`src/rtl/stopwatch_digit_counter.sv`:
```
// Four-digit BCD stopwatch: start/pause/clear FSM, count-tick prescaler,
// BCD digit chain with sticky overflow, and a free-running display scan index.
module stopwatch_digit_counter #(
  parameter int unsigned TICK_DIV = 1000000,
  parameter int unsigned SCAN_DIV = 50000
) (
  input  logic       CLK,
  input  logic       RST,
  input  logic       START_STOP,
  input  logic       CLR,
  output logic [3:0] CNT1,
  output logic [3:0] CNT2,
  output logic [3:0] CNT3,
  output logic [3:0] CNT4,
  output logic [1:0] SELECT,
  output logic       RUN,
  output logic       OVF
);

  localparam int unsigned TW = $clog2(TICK_DIV);
  localparam int unsigned SW = $clog2(SCAN_DIV);

  localparam logic [1:0] ST_IDLE  = 2'd0;
  localparam logic [1:0] ST_RUN   = 2'd1;
  localparam logic [1:0] ST_PAUSE = 2'd2;

  logic [1:0]    state_q, state_d;
  logic [TW-1:0] tick_q;
  logic [SW-1:0] scan_q;
  logic          clr_evt;
  logic          tick_wrap;

  // Leaving PAUSE for IDLE wipes counts, overflow and the partial tick period.
  assign clr_evt   = (state_q == ST_PAUSE) && CLR;
  assign tick_wrap = (state_q == ST_RUN) && (tick_q == TW'(TICK_DIV - 1));

  // Next-state decode; CLR has priority over START_STOP in PAUSE.
  always_comb begin
    state_d = state_q;
    case (state_q)
      ST_IDLE:  if (START_STOP) state_d = ST_RUN;
      ST_RUN:   if (START_STOP) state_d = ST_PAUSE;
      ST_PAUSE: begin
        if (CLR)             state_d = ST_IDLE;
        else if (START_STOP) state_d = ST_RUN;
      end
      default:  state_d = ST_IDLE;
    endcase
  end

  // State register with RUN flag registered alongside it.
  always_ff @(posedge CLK or posedge RST) begin
    if (RST) begin
      state_q <= ST_IDLE;
      RUN     <= 1'b0;
    end else begin
      state_q <= state_d;
      RUN     <= (state_d == ST_RUN);
    end
  end

  // Tick prescaler: advances only in RUN, holds its phase across a pause.
  always_ff @(posedge CLK or posedge RST) begin
    if (RST) begin
      tick_q <= '0;
    end else if (clr_evt) begin
      tick_q <= '0;
    end else if (state_q == ST_RUN) begin
      tick_q <= tick_wrap ? '0 : tick_q + TW'(1);
    end
  end

  // BCD ripple increment on each tick; 9999 wraps to 0000 and latches OVF.
  always_ff @(posedge CLK or posedge RST) begin
    if (RST) begin
      CNT1 <= 4'd0;
      CNT2 <= 4'd0;
      CNT3 <= 4'd0;
      CNT4 <= 4'd0;
      OVF  <= 1'b0;
    end else if (clr_evt) begin
      CNT1 <= 4'd0;
      CNT2 <= 4'd0;
      CNT3 <= 4'd0;
      CNT4 <= 4'd0;
      OVF  <= 1'b0;
    end else if (tick_wrap) begin
      if (CNT1 != 4'd9) begin
        CNT1 <= CNT1 + 4'd1;
      end else begin
        CNT1 <= 4'd0;
        if (CNT2 != 4'd9) begin
          CNT2 <= CNT2 + 4'd1;
        end else begin
          CNT2 <= 4'd0;
          if (CNT3 != 4'd9) begin
            CNT3 <= CNT3 + 4'd1;
          end else begin
            CNT3 <= 4'd0;
            if (CNT4 != 4'd9) begin
              CNT4 <= CNT4 + 4'd1;
            end else begin
              CNT4 <= 4'd0;
              OVF  <= 1'b1;
            end
          end
        end
      end
    end
  end

  // Free-running scan prescaler; SELECT steps modulo 4 on each wrap.
  always_ff @(posedge CLK or posedge RST) begin
    if (RST) begin
      scan_q <= '0;
      SELECT <= 2'd0;
    end else if (scan_q == SW'(SCAN_DIV - 1)) begin
      scan_q <= '0;
      SELECT <= SELECT + 2'd1;
    end else begin
      scan_q <= scan_q + SW'(1);
    end
  end

endmodule

```
`config.mk`:
```
export PLATFORM = sky130hd
export DESIGN_NAME = stopwatch_digit_counter
export DESIGN_NICKNAME = d
export VERILOG_FILES = /design/src/rtl/stopwatch_digit_counter.sv
export SDC_FILE = /design/constraint.sdc
export NUM_CORES = 1
export LEC_CHECK = 0
export CAP_MARGIN = 10
export CORE_MARGIN = 4
export CORE_UTILIZATION = 60
export DETAILED_ROUTE_END_ITERATION = 10
export PLACE_DENSITY_LB_ADDON = 0.12
export REMOVE_ABC_BUFFERS = 1
export SYNTH_ARGS = -nofsm -noshare
export SYNTH_HDL_FRONTEND = slang
export SYNTH_SLANG_ARGS = --single-unit
```
`constraint.sdc`:
```
create_clock -name CLK -period 5.7 [get_ports CLK]
set_input_delay 0.855 -clock CLK [delete_from_list [all_inputs] [get_ports CLK]]
set_output_delay 0.855 -clock CLK [all_outputs]
set_load 0.005 [all_outputs]
```
== Word-level counts from Yosys, hierarchy flattened ==
Cells that the tools add are included.

* Register bits after elaboration: 58
* Latch bits: 0
* Bits in writable memories: 0
* Bits in read-only memories: 0
* Output and inout bits: 20
* Memories: 0

* $add $sub $neg: 7
* Multipliers: 0
* Div/mod/pow operators: 0
* Magnitude comparators: 0
* Equality and inequality tests: 13
* Shift-type cells: 0
* Multiplexer cells: 32
* Bitwise gates (word level): 0
* Reduce and logical (&&, ||, !) cells: 9

{| class="wikitable"
|+ Operators with widths
! operator !! number
|-
| 4-bit 2-to-1 mux || 18
|-
| 20-bit 2-to-1 mux || 3
|-
| 20-bit by 1-bit adder with 20-bit output, second input constant || 1
|-
| 20-bit equality test, second input constant || 1
|-
| 16-bit by 1-bit adder with 16-bit output, second input constant || 1
|-
| 4-bit by 1-bit adder with 4-bit output, second input constant || 4
|-
| 16-bit equality test, second input constant || 1
|-
| 16-bit 2-to-1 mux || 1
|-
| 4-bit != test, second input constant || 4
|-
| 2-bit != test, second input constant || 4
|-
| 1-bit 2-to-1 mux || 6
|-
| 2-bit 2-to-1 mux || 3
|-
| 2-bit one-hot mux with 3 select lines || 1
|-
| 5-bit AND reduction || 1
|-
| 2-bit by 1-bit equality test with 1-bit output, second input constant || 2
|-
| 4-bit AND reduction || 1
|-
| 2-bit nonzero test || 2
|-
| 3-bit AND reduction || 1
|-
| 2-bit by 1-bit adder with 2-bit output, second input constant || 1
|-
| 2-bit equality test, second input constant || 1
|-
| 1-bit logical AND || 2
|-
| 2-bit logical NOT || 1
|-
| 2-bit AND reduction || 1
|}

== Depth between registers and ports, before layout ==
Gate-level depths: netlist of run 1.

* Word-level depth: 7
* Depth in mapped cells: 7

== Least setup slack after synthesis of run 1 ==
Ideal clock, no wire load.

* Path kind: input to register
* Start: input CLR
* End: register CNT3[1]
* Arrival time: 1.924 ns
* Path slack: 3.649 ns
* Cell stages on the path: 5
* Buffers on the path: 2
* Path through: and3b_1 clkbuf_1 clkbuf_1 nor2_1 mux2_1

* Word-level cells in the longest chain between the ends: 3

{| class="wikitable"
|+ RTL lines
! item !! line !! text
|-
| start: declaration || 10 || <nowiki>input logic CLR,</nowiki>
|-
| 1-bit logical AND * || 34 || <nowiki>assign clr_evt = (state_q == ST_PAUSE) && CLR;</nowiki>
|-
| 2-bit != test (no source line) or 2-bit nonzero test (tied branches) || -- ||
|-
| 3-bit AND reduction (no source line) || -- ||
|-
| end signal: assignment || 97 || <nowiki>CNT3 <= CNT3 + 4'd1;</nowiki>
|-
| end: declaration || 13 || <nowiki>output logic [3:0] CNT3,</nowiki>
|}

Mark *: on every way between the ends. The rest lies on a longest branch, timed or not.
A chain may end at the register's enable or synchronous reset.

== Worst setup path after layout of run 1 ==
* Start: register state_q[0]
* End: register CNT3[1]

* Word-level cells in the longest chain between the ends: 4

{| class="wikitable"
|+ RTL lines
! item !! line !! text
|-
| start: declaration || 27 || <nowiki>logic [1:0] state_q, state_d;</nowiki>
|-
| start signal: assignment || 57 || <nowiki>state_q <= state_d;</nowiki>
|-
| 2-bit equality test or 2-bit by 1-bit equality test with 1-bit output (tied branches) || 34, 35 ||
|-
| 1-bit logical AND (on tied branches) || 34, 35 ||
|-
| 2-bit != test (no source line) or 2-bit nonzero test (tied branches) || -- ||
|-
| 3-bit AND reduction (no source line) || -- ||
|}

Several ways; a longest one is shown, not always the timed one.

==> metrics.md, run 1 <==
| Metric | Value |
|---|---|
| Outcome | `finished, final reports clean` |
| Sequential Power Share | `47.9%` |
| Num ports | `24` |
| Top cells by count, synth | `dfrtp_1, nor2_1, nand2_1` |
| PwrDens | `317 mW/mm^2` |
| Seq cells post-synth | `58` |
| Max Fclk | `350 MHz` |
| Post-synth ARST share | `100%` |
| Layout area overhead | `15.2%` |
| Switching power | `around 0.00033 W` |
| Critical-path maximum fanout | `16` |
| Per-cell routed wire length | `~15 um` |
| Leak | `1.68 nW` |
| R2R setup slack | `2840 ps` |
| Slew headroom | `37.9%` |
| CTS buffer count | `9` |
| Multiplexer share of the synthesized area | `between 3 and 4%` |
| Crit path time final | `2860 ps` |
| DR vias/cell | `5.88` |
| Initial antenna violation count | `0` |
| Setup crit start kind | `flip-flop` |
| Worst path arrival time | `just over 3000 ps` |
| GR Util All Layers | `21.6%` |
| Sequential cell area fraction in the yosys report | `47.0%` |
| DRT Wirelength | `about 6100 um` |
| Netlist area before placement | `0.00309 mm^2` |
| Most common cell in the netlist | `dfrtp_1` |
| Pwr Total | `~0.0011 W` |
| Setup Skew | `between 6 and 7 ps` |
| Hold endpoint | `SELECT[1]` |
| Setup TNS | `0 ps` |
| Vias in the first global route | `around 2400` |
| DR vias | `2434` |
| Worst R2R Start | `state_q[0]` |
| Layout Utilization | `roughly three quarters` |
| Die width | `around 80 um` |
| Worst vdd ir | `roughly 0.21 mV` |
| Pin count of the biggest net entering global routing | `59` |
| Fraction of the mapped netlist area in adder cells | `between 4 and 5%` |
| Fill count | `348` |
| Yosys cell types | `52` |
| CTS root buffer | `clkbuf_8` |
| Final ANT Viol Nets | `0` |
| Synth area leader | `dfrtp_1` |
| Clk slew on worst S/H paths | `roughly 60 ps` |
| Final std cells w/o fill | `414` |
| Die Y | `79.7 um` |
| Initial DRC count | `113` |
| Reg2reg end | `CNT3[1]` |
| Clock tree buffer depth | `2` |
| # setup viols final | `0` |
| Worst min path class | `reg2reg` |
| Post-synthesis simple-gate area fraction | `27.1%` |
| Yosys warning count | `0` |
| Worst setup path category | `reg2reg` |
| Antenna Diode Count | `0` |
| Cts hold-fix bufs | `0` |
| Measured slew at the worst slew-check pin | `925 ps` |
| Worst reg2reg path depth | `5` |
| Mapped Avg Cell Area | `9.77 um^2` |
| Area contributors post-synth | `dfrtp_1, nor2_1, xnor2_1, ha_1, nand2_1` |
| Worst skew pair latency | `330 ps` |
| Pins Over Slew Limit | `0` |
| DRC errors left | `0` |
| Cell total after placement | `399` |
| TritonCTS clock tree | `yes` |
| Main combinational cell family by area after synthesis | `simple AND/OR/NAND/NOR gates` |
| Worst hold slack | `463 ps` |
| Layout Nets | `357` |
| Post-CTS Setup Inserts | `0` |
| Switching portion of total power | `slightly below 30%` |
| MaxCap Viol Count | `0` |
| Port Buf Inserts | `23` |
| Worst Hold Depth | `1` |
| Pre-antenna DRT Iters | `4` |
| DP Wirelength | `4060 um` |
| Hold wc startpoint | `SELECT[1]` |
| Num rows | `25` |
| Grt total ovfl | `0` |
| Synth Area in Compound Gates | `approximately 7.6%` |
| Final Wtd Congestion | `0.861` |
| Part of the power in combinational logic | `20.1%` |
| PostCTS Resize Cnt | `0` |
| Fin. Hold Viols | `0` |
| First-pass GRT wire length | `~11000 um` |
| Core Region | `0.00485 mm^2` |
| Cell Int Power | `0.000792 W` |
| Top cell type's share of synthesized area | `47.0%` |
| Synth Instances | `316` |
| Top FF cell, synth | `dfrtp_1` |
| XOR/XNOR share of the synthesized area | `about 8.2%` |
| Crit end category | `flip-flop` |
| Number of flops mapped to enable cells by yosys | `0` |
| Clock sink count | `58` |
| # H-tree levels | `3` |
| Layout cells sized above 1 | `7.78%` |
| Clock power share | `32.0%` |
| Unrepaired setup endpoints after global routing | `false` |
| Die area | `0.00636 mm^2` |
| Period utilization | `50.1%` |
| Initial Util | `about 64%` |
| Critical path required time | `5900 ps` |
-- layer usage --
layer	GRT usage [%]	up-vias	part of all wire, %
li1	-	1168	-
met1	27.2	1191	45
met2	35.6	65	49
met3	3.95	10	4.7
met4	10.6	0	1.4
met5	0	-	0
-- state kept, by name, summed over array words and instances (netlist names) --
name,count
CNT4,4
OVF,1
RUN,1
tick_q,20
CNT3,4
scan_q,16
state_q,2
CNT1,4
SELECT,2
CNT2,4
-- per-stage QoR --
| step | cell area [um^2] | worst slack (ps) |
|---|---|---|
| after detailed placement | 3370 | 2780 |
| after floorplan | 3040 | 3400 |
| after global placement | 3370 | 2820 |
| final | 3560 | 2840 |
| after CTS | 3560 | 2830 |
| after global routing | 3560 | 2640 |
-- cells in the final DEF (no fill, tap or decap), types with 10 or more instances in the layout --
| cell type | instances |
|---|---|
| clkbuf_8 | 10 |
| clkdlybuf4s50_1 | 23 |
| dfrtp_1 | 58 |
| ha_1 | 10 |
| nand2_1 | 29 |
| nand3_1 | 19 |
| nand4_1 | 10 |
| nor2_1 | 50 |
| xnor2_1 | 17 |
| xor2_1 | 12 |
-- how the worst max path moves through the flow --
stage | endpoint | from | depth (start not counted)
floorplan | SELECT[1] | scan_q[7] | 4
global placement | CNT4[1] | CLR | 5
detailed placement | tick_q[10] | CLR | 6
CTS | CNT3[1] | state_q[0] | 5
global route | CNT3[1] | state_q[0] | 5
finish | CNT3[1] | state_q[0] | 5
-- final cells by class --
| type | count | area, um^2 | share of cell area, % |
|---|---|---|---|
| multi-input combinational | 239 | 1550 | 43.7 |
| tap | 67 | 83.8 | 2.36 |
| clock buffer | 12 | 145 | 4.08 |
| sequential | 58 | 1450 | 40.8 |
| clock inverter | 3 | 40.0 | 1.13 |
| timing repair buffer | 25 | 245 | 6.90 |
| inverter | 10 | 37.5 | 1.06 |
-- power by group through the flow --
stage	Sequential [W]	Clock, W	Combinational [W]
CTS	0.000538	0.000368	0.000228
detailed placement	0.000545	0	0.000227
floorplan	0.000530	0	0.000141
global placement	0.000541	0	0.000217
global route	0.000549	0.000388	0.000255
finish	0.000539	0.000360	0.000227
-- cells by family after synthesis --
kind of cell             count (synthesis)
XOR/XNOR                                29
multiplexers                            10
AND/OR/NAND/NOR                        157
adder cells (fa/ha/maj)                 10
flip-flops                              58
AO/OA/AOI/OAI                           33
buffers and inverters                   19
-- worst max-delay path, cell delays in order, from the launching register on --
cell     delay [ps]
dfrtp_1         420
nor2b_1         650
nand4_2         250
nor4_4          830
nand2_1         200
mux2_1          370
No activity file was read; power rests on OpenSTA's default activity.
==> inputs of run 2 (changes only) <==
CORE_UTILIZATION = 52   (was 60)
clock period = 2.5 ns   (was 5.7 ns; I/O delays follow)
==> metrics.md, run 2 (synthesis results as in run 1) <==
| Metric | Value |
|---|---|
| DRT Wirelength | `6190 um` |
| Die width | `85.1 um` |
| Clock power share | `38.1%` |
| Measured slew at the worst slew-check pin | `about 560 ps` |
| Setup crit start kind | `flip-flop` |
| Die area | `0.00724 mm^2` |
| Worst setup path category | `reg2reg` |
| Initial Util | `54.7%` |
| Most common cell after layout, fill and taps aside | `dfrtp_1` |
| Worst vdd ir | `0.444 mV` |
| Most frequent cells in the layout | `dfrtp_1, nor2_1, nand2_1` |
| Clock tree buffer depth | `2` |
| Num ports | `24` |
| Cell Int Power | `0.00205 W` |
| Layout Utilization | `between 60% and 70%` |
| Crit path time final | `2040 ps` |
| Top reg by flops | `tick_q` |
| Cts hold-fix bufs | `0` |
| GR Util All Layers | `18.6%` |
| Antenna Diode Count | `0` |
| # setup viols final | `0` |
| PwrDens | `769 mW/mm^2` |
| DP Wirelength | `between 4000 and 5000 um` |
| Pre-antenna DRT Iters | `4` |
| Unrepaired setup endpoints after global routing | `false` |
| Core Region | `between 0.005 and 0.006 mm^2` |
| Leak | `approximately 1.8 nW` |
| Switching power | `0.000792 W` |
| MaxCap Viol Count | `0` |
| Num rows | `27` |
| Post-CTS Setup Inserts | `0` |
| # H-tree levels | `3` |
| Worst path arrival time | `between 2000 and 2500 ps` |
| Fin. Hold Viols | `0` |
| Outcome | `finished, final reports clean` |
| Critical-path maximum fanout | `9` |
| DR vias/cell | `5.63` |
| Worst min path class | `in2async` |
| Setup TNS | `0 ps` |
| Clock sink count | `58` |
| Pins Over Slew Limit | `0` |
| Max reg flops | `20` |
| Port Buf Inserts | `23` |
| Final ANT Viol Nets | `0` |
| Worst skew pair latency | `roughly 340 ps` |
| Layout cells sized above 1 | `10.7%` |
| Part of the power in combinational logic | `a little under a fifth` |
| Pin count of the biggest net entering global routing | `25` |
| Fill count | `451` |
| Vias in the first global route | `2394` |
| Period utilization | `81.5%` |
| Slew headroom | `62.4%` |
| Initial antenna violation count | `0` |
| Clk slew on worst S/H paths | `roughly 70 ps` |
| Critical path required time | `2720 ps` |
| Top Registers | `tick_q: 20 flops, scan_q: 16 flops` |
| Layout Nets | `365` |
| Max Fclk | `491 MHz` |
| Final Wtd Congestion | `roughly 0.89` |
| Layout area overhead | `19.9%` |
| Crit end category | `flip-flop` |
| TritonCTS clock tree | `yes` |
| PostCTS Resize Cnt | `0` |
| Per-cell routed wire length | `14.5 um` |
| DR vias | `about 2400` |
| CTS buffer count | `9` |
| First-pass GRT wire length | `11000 um` |
| Grt total ovfl | `0` |
| Switching portion of total power | `27.8%` |
| Die Y | `between 80 and 90 um` |
| Setup Skew | `11.6 ps` |
| DRC errors left | `0` |
| CTS root buffer | `clkbuf_8` |
| Sequential Power Share | `43.2%` |
| Initial DRC count | `135` |
[run 2: worst max-delay path, stage by stage, from the launching register on]
cell and delay (ps):
dfrtp_1 420, or4b_1 510, nor4_1 530, buf_4 270
nand2_1 80, xnor2_1 120
[run 2: power groups by stage]
| stage | Sequential, W | Clock (W) | Combinational, W |
|---|---|---|---|
| finish | 0.00123 | 0.00108 | 0.000534 |
| global route | 0.00126 | 0.00115 | 0.000596 |
| CTS | 0.00123 | 0.00110 | 0.000538 |
| detailed placement | 0.00124 | 0 | 0.000532 |
| global placement | 0.00124 | 0 | 0.000516 |
| floorplan | 0.00121 | 0 | 0.000321 |
[run 2: metrics by stage]
stage | cell area (um^2) | hold slack, ps | power [W] | cells | setup slack, ps
2_1_floorplan | 3040 | 455 | 0.00153 | 307 | 203
3_3_place_gp | 3450 | 459 | 0.00175 | 412 | 407
3_5_place_dp | 3450 | 467 | 0.00177 | 412 | 367
4_1_cts | 3700 | 425 | 0.00287 | 428 | 463
5_1_grt | 3700 | 449 | 0.00300 | 428 | 351
6_report | 3700 | 408 | 0.00284 | 428 | 462
[run 2: final timing paths]
check	from	endpoint	slack (ps)	depth (start not counted)
max reg2reg	scan_q[10]	SELECT[1]	460	5
min in group CLK	SELECT[1]	SELECT[1]	480	1
max	scan_q[10]	SELECT[1]	460	5
min	RST	CNT4[2]	410	2
min reg2reg	SELECT[1]	SELECT[1]	480	1
max in group asynchronous	RST	tick_q[7]	1520	3
[run 2: metal layers]
layer / routed length [um] / vias up / track usage (%)
met4: 95 / 0 / 8.20
met2: 2950 / 50 / 29.2
li1: - / 1185 / -
met1: 2900 / 1166 / 24.7
met3: 245 / 8 / 4.37
met5: 0 / - / 0
[run 2: cell type report]
class                   instances  area [um^2]  share of cell area (%)
clock buffers                  11          151                    4.09
clock inverters                 5          100                    2.70
inverters                      10         37.5                    1.01
multi-input cells             239         1550                    42.0
flip-flops and latches         58         1450                    39.2
well taps                      72         90.1                    2.43
repair buffers                 33          318                    8.59
